==> config.mk <==
export PLATFORM = sky130hd
export DESIGN_NAME = program_loader
export DESIGN_NICKNAME = d
export VERILOG_FILES = /design/src/rtl/program_loader.sv
export SDC_FILE = /design/constraint.sdc
export NUM_CORES = 1
export LEC_CHECK = 0
export ABC_AREA = 0
export BUFFER_PORTS_ARGS = -buffer_cell sky130_fd_sc_hd__buf_2
export CORE_MARGIN = 2
export CORE_UTILIZATION = 49
export CTS_BUF_LIST = sky130_fd_sc_hd__clkbuf_4
export CTS_CLUSTER_SIZE = 28
export DETAILED_ROUTE_END_ITERATION = 10
export PLACE_DENSITY = 0.8
export SLEW_MARGIN = 20
export SYNTH_ARGS = -nofsm -noshare
export SYNTH_HDL_FRONTEND = slang
export SYNTH_SLANG_ARGS = --single-unit
==> constraint.sdc <==
create_clock -name clock -period 2.4 [get_ports clock]
set_input_delay 0.24 -clock clock [delete_from_list [all_inputs] [get_ports clock]]
set_output_delay 0.24 -clock clock [all_outputs]
set_load 0.01 [all_outputs]
==> src/rtl/program_loader.sv <==
// Encodes field-level instruction descriptors into 32-bit ARM words and streams them into imem.
// Optional build macro PROGRAM_LOADER_CHECKSUM_EN adds an XOR checksum output of all written words.
module program_loader #(
  parameter int          ADDR_WIDTH = 6,
  parameter logic [31:0] BASE_ADDR  = 32'h0000_0000,
  parameter int          MAX_WORDS  = 64
) (
  input  logic                  clock,
  input  logic                  reset,
  input  logic                  start,
  input  logic                  in_valid,
  output logic                  in_ready,
  input  logic [3:0]            in_cond,
  input  logic [1:0]            in_op,
  input  logic [5:0]            in_funct,
  input  logic [23:0]           in_operand,
  input  logic                  in_last,
  output logic                  imem_we,
  output logic [31:0]           imem_addr,
  output logic [31:0]           imem_wdata,
  output logic [ADDR_WIDTH:0]   word_count,
  output logic                  busy,
  output logic                  done,
  output logic                  core_run,
  output logic                  error,
  output logic [1:0]            error_code
`ifdef PROGRAM_LOADER_CHECKSUM_EN
  ,
  output logic [31:0]           checksum
`endif
);

  typedef enum logic [2:0] {
    S_IDLE  = 3'd0,
    S_LOAD  = 3'd1,
    S_FLUSH = 3'd2,
    S_DONE  = 3'd3,
    S_ERROR = 3'd4
  } state_t;

  localparam logic [ADDR_WIDTH:0] ONE_W = (ADDR_WIDTH+1)'(1);
  localparam logic [ADDR_WIDTH:0] MAX_W = (ADDR_WIDTH+1)'(MAX_WORDS);

  state_t                state_q, state_d;
  logic                  pend_q, pend_d;
  logic [31:0]           word_q, word_d;
  logic [ADDR_WIDTH:0]   index_q, index_d;
  logic                  ovf_q, ovf_d;
  logic [1:0]            code_q, code_d;
  logic                  hs_s;
  logic                  session_start_s;
  logic [ADDR_WIDTH:0]   accepted_num_s;

  function automatic logic [31:0] encode_word(
    input logic [3:0]  cond,
    input logic [1:0]  op,
    input logic [5:0]  funct,
    input logic [23:0] operand
  );
    logic [31:0] w;
    if (op == 2'b10) begin
      w = {cond, op, funct[5:4], operand};
    end else begin
      w = {cond, op, funct, operand[19:0]};
    end
    return w;
  endfunction

  assign hs_s            = in_valid & (state_q == S_LOAD);
  assign session_start_s = start & ((state_q == S_IDLE) | (state_q == S_DONE) | (state_q == S_ERROR));
  // Ordinal of a descriptor accepted now: already written plus the one still in flight, plus this one.
  assign accepted_num_s  = index_q + {{ADDR_WIDTH{1'b0}}, pend_q} + ONE_W;

  // Next-state, pending-write and index logic for the load session.
  always_comb begin
    state_d = state_q;
    pend_d  = 1'b0;
    word_d  = word_q;
    index_d = index_q;
    ovf_d   = ovf_q;
    code_d  = code_q;
    if (pend_q) begin
      index_d = index_q + ONE_W;
    end else begin
      index_d = index_q;
    end
    case (state_q)
      S_IDLE, S_DONE, S_ERROR: begin
        if (session_start_s) begin
          state_d = S_LOAD;
          index_d = '0;
          ovf_d   = 1'b0;
          code_d  = 2'b00;
        end else begin
          state_d = state_q;
        end
      end
      S_LOAD: begin
        if (hs_s) begin
          if (in_op == 2'b11) begin
            state_d = S_ERROR;
            code_d  = 2'b01;
          end else begin
            pend_d = 1'b1;
            word_d = encode_word(in_cond, in_op, in_funct, in_operand);
            if (in_last) begin
              state_d = S_FLUSH;
            end else if (accepted_num_s == MAX_W) begin
              state_d = S_FLUSH;
              ovf_d   = 1'b1;
            end else begin
              state_d = S_LOAD;
            end
          end
        end else begin
          state_d = S_LOAD;
        end
      end
      S_FLUSH: begin
        if (ovf_q) begin
          state_d = S_ERROR;
          code_d  = 2'b10;
        end else begin
          state_d = S_DONE;
        end
      end
      default: begin
        state_d = S_IDLE;
      end
    endcase
  end

  // Session state registers.
  always_ff @(posedge clock or negedge reset) begin
    if (!reset) begin
      state_q <= S_IDLE;
      pend_q  <= 1'b0;
      word_q  <= 32'h0000_0000;
      index_q <= '0;
      ovf_q   <= 1'b0;
      code_q  <= 2'b00;
    end else begin
      state_q <= state_d;
      pend_q  <= pend_d;
      word_q  <= word_d;
      index_q <= index_d;
      ovf_q   <= ovf_d;
      code_q  <= code_d;
    end
  end

  assign in_ready   = (state_q == S_LOAD);
  assign imem_we    = pend_q;
  assign imem_addr  = pend_q ? (BASE_ADDR + {{(32-ADDR_WIDTH-3){1'b0}}, index_q, 2'b00}) : 32'h0000_0000;
  assign imem_wdata = pend_q ? word_q : 32'h0000_0000;
  assign word_count = index_q;
  assign busy       = (state_q == S_LOAD) | (state_q == S_FLUSH);
  assign done       = (state_q == S_DONE);
  assign core_run   = (state_q == S_DONE);
  assign error      = (state_q == S_ERROR);
  assign error_code = code_q;

`ifdef PROGRAM_LOADER_CHECKSUM_EN
  logic [31:0] csum_q, csum_d;

  // Running XOR of every word written this session.
  always_comb begin
    csum_d = csum_q;
    if (session_start_s) begin
      csum_d = 32'h0000_0000;
    end else if (pend_q) begin
      csum_d = csum_q ^ word_q;
    end else begin
      csum_d = csum_q;
    end
  end

  // Checksum register.
  always_ff @(posedge clock or negedge reset) begin
    if (!reset) begin
      csum_q <= 32'h0000_0000;
    end else begin
      csum_q <= csum_d;
    end
  end

  assign checksum = csum_q;
`endif

endmodule

==> impl_metrics.toml <==
[cts]
clk_path_buf_depth = 2
cts_resized = 0
clk_pin_slew_worst_paths_ns = 0.14
cts_tree = "yes"
cts_buffers = 5
cts-root-buf = "clkbuf_4"
cts.sinks = 46
clock_latency_ns = 0.35
htreeDepth = 2

[timing]
clock_skew_ns = 0.007163
rsz0062_at_grt = "no"
min_period_ns = 2.000
setup_viol = 0
fin_crit_sh = 0.8332
maxSlewHeadroom = 0.6411
final.setup.tns_ns = 0
slew_viol_final = 0
fin_ws_ns = 0.4004
worst_pin_slew_ns = 0.5309
hold_viol_final = 0
fmax_mhz = 500.1

[job]
max-cap-violations = 0

[logic_synthesis]
yosys.cell_types.count = 40
syn_inst = 250
synth.avg_cell_area_sq_um = 10.62
ys_seq_elements = 46
syn-cell-area_sq_mm = 0.002654
synth_top_area_cell = "dfrtp_1"
synthTopCellsByArea = "dfrtp_1 (43%), mux2_4 (10%), and2_1 (9.4%)"
yosysSeqAreaShare = 0.4338
ys_warn_count = 0
postSynth.asyncResetShare = 1.000
yosys.area.top_type_share = 0.4338
synthFlopType = "dfrtp_1"
synth_edf_count = 0

[worst_setup_path]
arrival_ns = 2.22
endpoint_kind = "flip-flop"
crit_path_max_fanout = 5
required_ns = 2.62
criticalPathCategory = "flip-flop to flip-flop"
startpoint_type = "flip-flop"

[routing]
vias = 2021
top_layer_used = "met4"
drc_errors = 0
wl_met2_mm = 2.819
met1_length_mm = 2.301
drt-initial-drc-count = 112
route.met3.wl_microns = 261
vias_per_cell = 4.917
wl_per_cell_microns = 13.22
ant_nets = 0
routed_wl_mm = 5.434
first_pass_iters = 4

[final_layout]
antenna_cells = 0
nNetsFinal = 386
fillers = 459
final_layout_size_suffix_gt1_frac = 0.3900
multi_input_area_sq_mm = 0.001287
utilization = 0.6089
regArea_sq_mm = 0.001151
synthToLayoutAreaGrowth_pct = 18.67

[die]
io_pins = 120
initial_utilization = 0.5131
dieArea_sq_mm = 0.006020
die_h_microns = 77.59
coreArea_sq_mm = 0.005172
row_count = 26
die_w_microns = 77.59

[global_route]
antenna_found_initial = 0
grt_usage = 0.1860
grt_pass1_vias = 1941
grt-ovfl-total = 0
grt_pass1_wl_mm = 8.956
grt_max_degree = 44

[placement]
place_worst_setup_slack_ns = 0.4467
dpl.hpwl_mm = 3.962
portBuffers = 94
place_congestion = 0.7921

[power]
p_seq_frac = 0.412
power_frac_comb = 0.442
p_sw_mw = 1.177
pwr-share-clk = 0.146
peakVddDrop_mv = 0.4356
power.density_mw_per_mm2 = 1048
switching_share = 0.3565
intPower_mw = 2.124
p_leak_nw = 1.717

[worst_hold_path]
hp-class = "input pin to flip-flop"

[run_status]
status = "finished clean"
==> state kept, by name, summed over array words and instances (netlist names) <==
name and cells:
error_code 2, imem_we 1, ovf_q 1, state_q 3, word_count 7, word_q 32
==> cells in the mapped netlist, drive strengths merged (5+ instances only) <==
cell type	instances
a21oi	9
mux2	26
nand2b	5
ha	5
dfrtp	46
and2	40
inv	8
clkbuf	8
nand2	8
nor2	16
buf	32
==> power by group through the flow <==
stage / Sequential [mW] / Combinational, mW / Clock, mW
floorplan: 1.27 / 1.19 / 0
global placement: 1.35 / 1.44 / 0
detailed placement: 1.37 / 1.48 / 0
CTS: 1.36 / 1.48 / 0.502
global route: 1.41 / 1.60 / 0.535
finish: 1.36 / 1.46 / 0.481
==> metrics by stage <==
| stage | area, sq um | power, mW | hold slack (ns) | cells |
|---|---|---|---|---|
| 6_report | 3149 | 3.301 | 0.1024 | 411 |
| 5_1_grt | 3149 | 3.548 | 0.06348 | 411 |
| 4_1_cts | 3149 | 3.344 | 0.08025 | 411 |
| 3_5_place_dp | 3057 | 2.851 | 0.2076 | 402 |
| 3_3_place_gp | 3057 | 2.782 | 0.1988 | 402 |
| 2_1_floorplan | 2744 | 2.456 | -0.05559 | 274 |
==> critical path, cell delays in order, from the launching register on <==
cell      delay (ns)
dfrtp_1         0.45
inv_1           0.10
ha_1            0.14
inv_1           0.04
ha_1            0.19
nor3b_1         0.19
a31oi_1         0.07
nor4b_1         0.52
o221ai_1        0.17
==> layout make-up <==
class                   count  share of cell area
multi-input cells         180              0.4088
inverters                   8            0.009535
repair buffers             99              0.1621
clock inverters             2             0.01192
well taps                  70             0.02781
flip-flops and latches     46              0.3655
clock buffers               6             0.01430
==> cell families after synthesis <==
kind of cell | count (synthesis) | synth area share
AOI/OAI and AO/OA | 33 | 0.08250
other | 1 | 0.001413
xor gates and xnor gates | 6 | 0.01981
muxes | 28 | 0.1433
DFF | 46 | 0.4338
adders and majority gates | 5 | 0.02357
buffers and inverters | 48 | 0.1150
and+or+nand+nor | 83 | 0.1806
==> metal layers <==
| layer | vias up | track usage |
|---|---|---|
| met1 | 979 | 0.2170 |
| met5 | - | 0 |
| met2 | 68 | 0.3336 |
| met4 | 0 | 0.07500 |
| met3 | 4 | 0.03488 |
| li1 | 970 | - |
==> worst paths after layout <==
path	start	endpoint	slack [ns]	cells after the start
worst max-delay path	word_count[0]	state_q[0]	0.40	8
worst min-delay path	in_operand[6]	word_q[6]	0.10	2
worst max register to register	word_count[0]	state_q[0]	0.40	8
worst min register to register	word_q[27]	word_q[27]	0.51	1
max in group asynchronous	reset	word_q[15]	1.32	3
min in group asynchronous	reset	word_q[6]	0.35	2
==> cell usage in the layout (no fill, tap or decap), types with 2 or more instances in the layout <==
cell and n:
buf_2 94, dfrtp_1 46, and2_1 40, conb_1 25
mux2_4 18, nor2_1 16, a21oi_1 9, inv_1 8
nand2_1 8, mux2_2 8, clkbuf_4 6, nand2b_1 5
ha_1 5, o31ai_1 4, o22ai_1 4, buf_4 4
nor3b_1 3, xnor2_1 3, xor2_1 3, o21ai_0 3
o21a_1 2, mux2i_1 2, nand4_1 2, a21o_1 2
nand3b_1 2, a31oi_1 2, nor4b_1 2, nor2b_1 2
==> timing repair <==
action                    4_1_cts  5_1_grt
buffers inserted                0        0
hold endpoints to repair       18        0
hold buffers                    1        0
No activity file was read; power rests on OpenSTA's default activity.
